[src/rtl/truth_table_sequencer_pkg.sv]
// Shared definitions for the truth-table sequencer: FSM state encodings and a
// ceiling-log2 helper used to size the settle counter.
package truth_table_sequencer_pkg;

  localparam logic [1:0] ST_IDLE   = 2'd0;
  localparam logic [1:0] ST_SETTLE = 2'd1;
  localparam logic [1:0] ST_SAMPLE = 2'd2;
  localparam logic [1:0] ST_FINISH = 2'd3;

  function automatic int clog2_f(input int value);
    int r;
    r = 0;
    for (int i = 0; i < 31; i++) begin
      if ((32'sd1 << i) < value) begin
        r = i + 1;
      end
    end
    return r;
  endfunction

endpackage

[src/rtl/tt_settle_timer.sv]
// Loadable down-counter: load starts a settle period of SETTLE cycles,
// expired_o is high on the last cycle of that period.
module tt_settle_timer
  import truth_table_sequencer_pkg::*;
#(
  parameter int SETTLE = 2
) (
  input  logic clk,
  input  logic rst_n,
  input  logic clear_i,
  input  logic load_i,
  input  logic en_i,
  output logic expired_o
);

  localparam int CW = (clog2_f(SETTLE) < 1) ? 1 : clog2_f(SETTLE);
  localparam logic [CW-1:0] LOAD_VAL = CW'(SETTLE - 1);
  localparam logic [CW-1:0] CNT_ONE  = CW'(1);

  logic [CW-1:0] cnt_q;
  logic [CW-1:0] cnt_d;
  logic          expired_s;

  assign expired_s = (cnt_q == '0);
  assign expired_o = expired_s;

  // next count: clear beats load, load beats decrement
  always_comb begin
    cnt_d = cnt_q;
    if (clear_i) begin
      cnt_d = '0;
    end else if (load_i) begin
      cnt_d = LOAD_VAL;
    end else if (en_i && !expired_s) begin
      cnt_d = cnt_q - CNT_ONE;
    end else begin
      cnt_d = cnt_q;
    end
  end

  // counter register
  always_ff @(posedge clk or negedge rst_n) begin
    if (!rst_n) begin
      cnt_q <= '0;
    end else begin
      cnt_q <= cnt_d;
    end
  end

endmodule

[src/rtl/truth_table_sequencer.sv]
// Sweeps a combinational UUT through all 2^N_IN input vectors, captures its
// truth table and compares it against a latched expected table.
module truth_table_sequencer
  import truth_table_sequencer_pkg::*;
#(
  parameter int N_IN   = 3,
  parameter int SETTLE = 2
) (
  input  logic                   clk,
  input  logic                   rst_n,
  input  logic                   start,
  input  logic                   abort,
  input  logic [(1<<N_IN)-1:0]   expected,
  input  logic                   y_in,
  output logic [N_IN-1:0]        vec_out,
  output logic                   busy,
  output logic                   done,
  output logic                   valid,
  output logic                   pass,
  output logic [(1<<N_IN)-1:0]   table_out,
  output logic [N_IN:0]          mismatch_cnt,
  output logic [N_IN-1:0]        first_fail
);

  localparam int TW = 1 << N_IN;
  localparam logic [N_IN-1:0] VEC_LAST = N_IN'(TW - 1);
  localparam logic [N_IN-1:0] VEC_ONE  = N_IN'(1);
  localparam logic [N_IN:0]   CNT_ONE  = (N_IN + 1)'(1);

  logic [1:0]      state_q,   state_d;
  logic [N_IN-1:0] vec_q,     vec_d;
  logic [TW-1:0]   exp_q,     exp_d;
  logic [TW-1:0]   table_q,   table_d;
  logic [N_IN:0]   mis_q,     mis_d;
  logic [N_IN-1:0] ff_q,      ff_d;
  logic            ff_seen_q, ff_seen_d;
  logic            busy_q,    busy_d;
  logic            done_q,    done_d;
  logic            valid_q,   valid_d;
  logic            pass_q,    pass_d;

  logic tmr_clear_s;
  logic tmr_load_s;
  logic tmr_en_s;
  logic tmr_expired_s;

  tt_settle_timer #(
    .SETTLE(SETTLE)
  ) u_settle_timer (
    .clk      (clk),
    .rst_n    (rst_n),
    .clear_i  (tmr_clear_s),
    .load_i   (tmr_load_s),
    .en_i     (tmr_en_s),
    .expired_o(tmr_expired_s)
  );

  // FSM, capture and compare next-state logic
  always_comb begin
    state_d     = state_q;
    vec_d       = vec_q;
    exp_d       = exp_q;
    table_d     = table_q;
    mis_d       = mis_q;
    ff_d        = ff_q;
    ff_seen_d   = ff_seen_q;
    valid_d     = valid_q;
    pass_d      = pass_q;
    done_d      = 1'b0;
    tmr_clear_s = 1'b0;
    tmr_load_s  = 1'b0;
    tmr_en_s    = 1'b0;

    case (state_q)
      ST_IDLE: begin
        vec_d = '0;
        if (start && !abort) begin
          exp_d      = expected;
          valid_d    = 1'b0;
          pass_d     = 1'b0;
          table_d    = '0;
          mis_d      = '0;
          ff_d       = '0;
          ff_seen_d  = 1'b0;
          tmr_load_s = 1'b1;
          state_d    = ST_SETTLE;
        end else begin
          state_d = ST_IDLE;
        end
      end
      ST_SETTLE: begin
        if (abort) begin
          state_d     = ST_IDLE;
          vec_d       = '0;
          valid_d     = 1'b0;
          pass_d      = 1'b0;
          tmr_clear_s = 1'b1;
        end else if (tmr_expired_s) begin
          state_d = ST_SAMPLE;
        end else begin
          tmr_en_s = 1'b1;
        end
      end
      ST_SAMPLE: begin
        // abort wins over the capture of this vector
        if (abort) begin
          state_d     = ST_IDLE;
          vec_d       = '0;
          valid_d     = 1'b0;
          pass_d      = 1'b0;
          tmr_clear_s = 1'b1;
        end else begin
          table_d[vec_q] = y_in;
          if (y_in != exp_q[vec_q]) begin
            mis_d = mis_q + CNT_ONE;
            if (!ff_seen_q) begin
              ff_d      = vec_q;
              ff_seen_d = 1'b1;
            end else begin
              ff_d = ff_q;
            end
          end else begin
            mis_d = mis_q;
          end
          if (vec_q == VEC_LAST) begin
            state_d = ST_FINISH;
          end else begin
            vec_d      = vec_q + VEC_ONE;
            tmr_load_s = 1'b1;
            state_d    = ST_SETTLE;
          end
        end
      end
      ST_FINISH: begin
        state_d = ST_IDLE;
        vec_d   = '0;
        if (abort) begin
          valid_d = 1'b0;
          pass_d  = 1'b0;
        end else begin
          done_d  = 1'b1;
          valid_d = 1'b1;
          pass_d  = (mis_q == '0);
        end
      end
      default: begin
        state_d     = ST_IDLE;
        vec_d       = '0;
        tmr_clear_s = 1'b1;
      end
    endcase

    busy_d = (state_d != ST_IDLE);
  end

  // state and result registers
  always_ff @(posedge clk or negedge rst_n) begin
    if (!rst_n) begin
      state_q   <= ST_IDLE;
      vec_q     <= '0;
      exp_q     <= '0;
      table_q   <= '0;
      mis_q     <= '0;
      ff_q      <= '0;
      ff_seen_q <= 1'b0;
      busy_q    <= 1'b0;
      done_q    <= 1'b0;
      valid_q   <= 1'b0;
      pass_q    <= 1'b0;
    end else begin
      state_q   <= state_d;
      vec_q     <= vec_d;
      exp_q     <= exp_d;
      table_q   <= table_d;
      mis_q     <= mis_d;
      ff_q      <= ff_d;
      ff_seen_q <= ff_seen_d;
      busy_q    <= busy_d;
      done_q    <= done_d;
      valid_q   <= valid_d;
      pass_q    <= pass_d;
    end
  end

  assign vec_out      = vec_q;
  assign busy         = busy_q;
  assign done         = done_q;
  assign valid        = valid_q;
  assign pass         = pass_q;
  assign table_out    = table_q;
  assign mismatch_cnt = mis_q;
  assign first_fail   = ff_q;

endmodule

[config.mk]
export PLATFORM = sky130hd
export DESIGN_NAME = truth_table_sequencer
export DESIGN_NICKNAME = d
export VERILOG_FILES = /design/src/rtl/truth_table_sequencer_pkg.sv /design/src/rtl/tt_settle_timer.sv /design/src/rtl/truth_table_sequencer.sv
export SDC_FILE = /design/constraint.sdc
export NUM_CORES = 1
export LEC_CHECK = 0
export CORE_MARGIN = 5
export CORE_UTILIZATION = 51
export DETAILED_ROUTE_END_ITERATION = 7
export PLACE_DENSITY = 0.79
export SETUP_SLACK_MARGIN = 0.3
export SLEW_MARGIN = 25
export SYNTH_ARGS = -nofsm -noshare
export SYNTH_HDL_FRONTEND = slang
export SYNTH_HIERARCHICAL = 1
export SYNTH_SLANG_ARGS = --single-unit
export TNS_END_PERCENT = 5
[constraint.sdc]
create_clock -name clk -period 2.1 [get_ports clk]
set_input_delay 0.42 -clock clk [delete_from_list [all_inputs] [get_ports clk]]
set_output_delay 0.42 -clock clk [all_outputs]
set_load 0.02 [all_outputs]
; Yosys cells after proc, flatten, opt, wreduce, memory -nomap -nowiden
; Cells that the tools add are included.
[op_classes]
muxes = 49
eq_ne = 12
magnitude_cmp = 2
n_addsub = 3
reduce_logical = 17
[ops]
columns = cell, n
row1 = 2-to-1 mux 1 bit, 21
row2 = 2-to-1 mux 3 bit, 7
row3 = 2-to-1 mux 8 bit, 2
row4 = case mux 8 bit (2 select lines), 1
row5 = 2-to-1 mux 4 bit, 3
row6 = "inequality test 2 bit, second input constant", 5
row7 = case mux 3 bit (3 select lines), 1
row8 = bitwise mux 8 bit, 1
row9 = 2-to-1 mux 2 bit, 4
row10 = case mux 2 bit (4 select lines), 1
row11 = case mux 4 bit (2 select lines), 1
row12 = case mux 1 bit (3 select lines), 2
row13 = case mux 3 bit (2 select lines), 1
row14 = AND reduction 2 bit, 3
row15 = AND reduction 5 bit, 1
row16 = "adder 4 x 1 -> 4 bit, second input constant", 1
row17 = "equality test 2 bit, second input constant", 2
row18 = logical NOT 4 bit, 1
row19 = "less-than comparator 3 x 4 -> 1 bit, second input constant", 1
row20 = case mux 1 bit (2 select lines), 2
row21 = AND reduction 4 bit, 1
row22 = nonzero test 2 bit, 2
row23 = OR reduction 2 bit, 2
row24 = "adder 3 x 1 -> 3 bit, second input constant", 1
row25 = other kinds (14), 16
[word_totals]
input_bits = 13
reg_bits = 34
output_inout_bits = 22

; Longest topological paths before layout
[depth]
depth_word = 7
ltp_mapped = 7
mapped_depth_nobuf = 6

; Hierarchy
; Netlist, hierarchy kept.
[modules_own_cells]
columns = mod, cells_each, n_inst, area_per_inst_um2
row1 = truth_table_sequencer, 164, 1, 1705.4
row2 = tt_settle_timer, 5, 1, 47.5

; Least setup slack after synthesis
; OpenSTA, ideal clock, no wires.
[synth_path]
kind = register to register
start = register vec_q[0], in the netlist vec_out[0]
end = register ff_q[0], in the netlist first_fail[0]
path_buffers = 1
arrival_time_ns = 1.853
slack_ns = 0.126
period_less_slack_ns = 1.974
setup_ns = 0.121
path_stages_with_launch = 7
path_cell_list = dfrtp_1 -> buf_6 -> mux2i_1 -> mux4_2 -> xor2_2 -> o31a_1 -> a22o_1
[synth_via]
elab_chain_len = 5
[synth_rtl]
columns = element, line
row1 = "start, declared", truth_table_sequencer.sv:31  ; logic [N_IN-1:0] vec_q, vec_d;
row2 = "start signal, assigned", truth_table_sequencer.sv:172  ; vec_q <= vec_d;
row3 = binary-select mux 1 bit (select 3 bit), truth_table_sequencer.sv:114  ; if (y_in != exp_q[vec_q]) begin
row4 = 2-to-1 mux 1 bit (not written as such), truth_table_sequencer.sv:114
row5 = inequality test 1 bit, truth_table_sequencer.sv:114
row6 = inequality test 2 bit (no source line), -
row7 = AND reduction 5 bit (no source line), -
row8 = "end signal, assigned", truth_table_sequencer.sv:164  ; ff_q <= '0;
row9 = "end signal, assigned", truth_table_sequencer.sv:176  ; ff_q <= ff_d;
row10 = "end, declared", truth_table_sequencer.sv:35  ; logic [N_IN-1:0] ff_q, ff_d;
; Parallel ways exist; a longest one is shown, timed or not. The select of a mux whose other input is x is not followed.
; A chain may end at the register's enable or synchronous reset.

; Worst setup path in the final report
[layout_path]
start = register vec_q[1], in the netlist vec_out[1]
end = output vec_out[1]
[layout_lines]
columns = element, line
row1 = "end, declared", truth_table_sequencer.sv:15  ; output logic [N_IN-1:0] vec_out,
; No word-level cell between the ends.

==> summary.md <==
| Metric | Value |
|---|---|
| Die width | `68.63 um` |
| Antenna Nets Post-Route | `0` |
| Hold Fails Final Rpt | `0` |
| Relative slew slack | `69.91%` |
| CTS tree | `yes` |
| Crit path max fanout | `8` |
| Peak VDD IR | `0.0004512 V` |
| RR Startpoint | `vec_out[0]` |
| Remaining DRCs | `0` |
| Via/cell ratio | `5.448` |
| Crit end category | `output pin` |
| Max-cap violation count | `0` |
| Root buffer cell | `clkbuf_4` |
| CP max stage cell | `clkdlybuf4s50_1` |
| First-pass GRT wire length | `6520 um` |
| Synth Flop Type | `dfrtp_1` |
| Starting Density | `52.53%` |
| Final Util | `67.34%` |
| CP required | `1.68 ns` |
| Sw frac | `32.36%` |
| Clk slew on worst S/H paths | `0.10 ns` |
| Final #Nets | `233` |
| Routability congestion estimate | `0.8600` |
| Crit path largest cell delay | `0.66 ns` |
| Crit path cell chain | `clkdlybuf4s50_1` |
| Clock latency on the worst-skew pair | `0.33 ns` |
| Max Slew Vio Count | `0` |
| Warning count from the yosys run | `6` |
| Highest Clock Rate | `524.3 MHz` |
| Total Wirelength | `3695 um` |
| Synth async-reset ratio | `100.0%` |
| Reg2reg end | `first_fail[2]` |
| Sequential element share of the synthesized area | `48.54%` |
| Net switching power | `592.0 uW` |
| Sum of negative setup slack | `0 ns` |
| Syn Area/Cell | `10.37 um^2` |
| Seq cells post-synth | `34` |
| Yosys cell types | `39` |
| R2R cell count | `5` |
| Tightest Hold Check Type | `input port to async pin` |
| ANT cells | `0` |
| Measured slew at the worst slew-check pin | `0.4499 ns` |
| Number of port buffers | `34` |
| Share of layout cells above drive strength 1 | `15.02%` |
| R2r setup slk | `0.21 ns` |
| Clk sink count | `34` |
| CP Launch Type | `register` |
| Final Skew | `0.004048 ns` |
| Yosys top cell area share | `48.54%` |
| Status | `completed` |
| CP top delay family | `buffers and inverters` |
| Commonest non-fill, non-tap cells in the layout | `dfrtp_1, clkdlybuf4s50_1, o21ai_0` |
| Core area | `3337 um^2` |
| # IOs | `35` |
| CTS Buf Count | `5` |
| CP Launch Point | `vec_out[1]` |
| Top post-synthesis cells by area | `dfrtp_1, ha_1, mux2_2, o21ai_0, mux2i_1` |
| Netlist Area Pre-Place | `1753 um^2` |
| Arrival time worst endpoint | `1.49 ns` |
| CP Class | `register to output pin` |
| Combinational power share | `33.1%` |
| WP buf/inv | `1` |
| Post-DP HPWL | `2824 um` |
| Commonest non-fill, non-tap cell in the layout | `dfrtp_1` |
| Mapped Cells | `169` |
| Internal | `1.237 mW` |
| RSZ-0062 raised after global routing | `true` |
| CP endpoint | `vec_out[1]` |
| Post-CTS setup buffer count | `0` |
| Pwr per Cell Area | `814.1 nW/um^2` |
| Max Root-Sink Buffers | `2` |
| H-tree Lvls | `2` |
| CTS Hold Bufs | `0` |
| Leakage | `0.9782 nW` |
| Seq pwr share | `46.5%` |
| Crit share post-route | `90.82%` |
| DRT Pass-1 Iters | `6` |
| Global Route Usage Sum | `18.52%` |
| DR iter-0 viols | `140` |
| Min Tclk post-route | `1.907 ns` |
| Number of global-route vias before repair | `1497` |
| Final global-route overflow total | `0` |
| Area growth, synth to finish | `28.19%` |
| # rows | `21` |
| Syn nets | `190` |
| Levels on crit path | `1` |
| Final setup vio count | `0` |
| Routed via count | `1411` |
| Initial antenna violation count | `0` |
| Die Y | `68.63 um` |
| Die area | `4709 um^2` |
| Avg WL per Cell | `14.27 um` |
| Synth area leader | `dfrtp_1` |
| Largest net degree at the start of global routing | `35` |
| EDFF count, synth | `0` |
| Clk pwr share | `20.5%` |
[worst min-delay path by stage]
stage	start	cells after the start	endpoint	slack (ns)
after detailed placement	pass	2	pass	0.48
after global routing	rst_n	2	first_fail[1]	0.51
after CTS	rst_n	2	mismatch_cnt[2]	0.49
after floorplan	rst_n	0	busy	0.12
final	rst_n	2	mismatch_cnt[0]	0.48
after global placement	valid	2	valid	0.46
[registers in the layout (all words and copies together) (netlist names)]
| name | flops |
|---|---|
| vec_out | 3 |
| state_q | 2 |
| table_out | 8 |
| busy | 1 |
| mismatch_cnt | 4 |
| done | 1 |
| u_settle_timer/cnt_q | 1 |
| first_fail | 3 |
| ff_seen_q | 1 |
| pass | 1 |
| exp_q | 8 |
| valid | 1 |
[area by class of cell]
cell class | count | area [um^2]
tap | 46 | 57.56
timing repair buffer | 43 | 409.1
fill | 290 | 1090
multi-input combinational | 113 | 812.0
sequential | 34 | 852.1
clock inverter | 1 | 5.005
inverter | 15 | 56.30
clock buffer | 7 | 55.05
[routing by layer]
layer | share of wire [%] | track usage (%) | wire length (um)
met1 | 40 | 22.36 | 1480
met2 | 53 | 31.35 | 1954
met3 | 6.7 | 5.673 | 246
met4 | 0.35 | 5.955 | 13
met5 | 0 | 0 | 0
[power groups by stage]
stage / logic, mW / registers, mW / clock network [mW]
6_report: 0.605 / 0.850 / 0.374
4_1_cts: 0.608 / 0.850 / 0.384
3_3_place_gp: 0.581 / 0.855 / 0
3_5_place_dp: 0.607 / 0.864 / 0
5_1_grt: 0.665 / 0.866 / 0.413
2_1_floorplan: 0.410 / 0.868 / 0
[timing repair]
item	4_1_cts	5_1_grt
resized for setup	1	1
pin swaps	0	0
endpoints found under the hold margin	0	0
cloned	0	0
endpoints found under the setup margin	16	26
[kinds of logic after synthesis]
family | synth area share [%]
compound gates | 15.13
xor+xnor | 1.428
fa+ha+maj | 5.710
buf+inv | 5.139
flops | 48.54
mux | 9.850
simple gates | 14.20
[Yosys cell counts (all sizes together) (3+ instances only)]
library cell	n
nand2	7
a21oi	6
nor3	3
mux2i	6
nand3	5
mux2	8
inv	15
clkbuf	6
nand2b	6
nand3b	4
ha	8
o21ai	16
dfrtp	34
nor2	15
a22o	3
[per-stage QoR]
step | hold WS (ns) | instances | instance area, um^2 | setup WS [ns] | total power [mW]
2_1_floorplan | 0.1244 | 169 | 1754 | 0.1555 | 1.278
3_3_place_gp | 0.4581 | 251 | 2186 | 0.1366 | 1.436
3_5_place_dp | 0.4794 | 251 | 2186 | 0.05601 | 1.471
4_1_cts | 0.4895 | 259 | 2245 | 0.1267 | 1.842
5_1_grt | 0.5092 | 259 | 2247 | 0.1189 | 1.944
6_report | 0.4807 | 259 | 2247 | 0.1928 | 1.829
(Power assumes the default switching activity.)
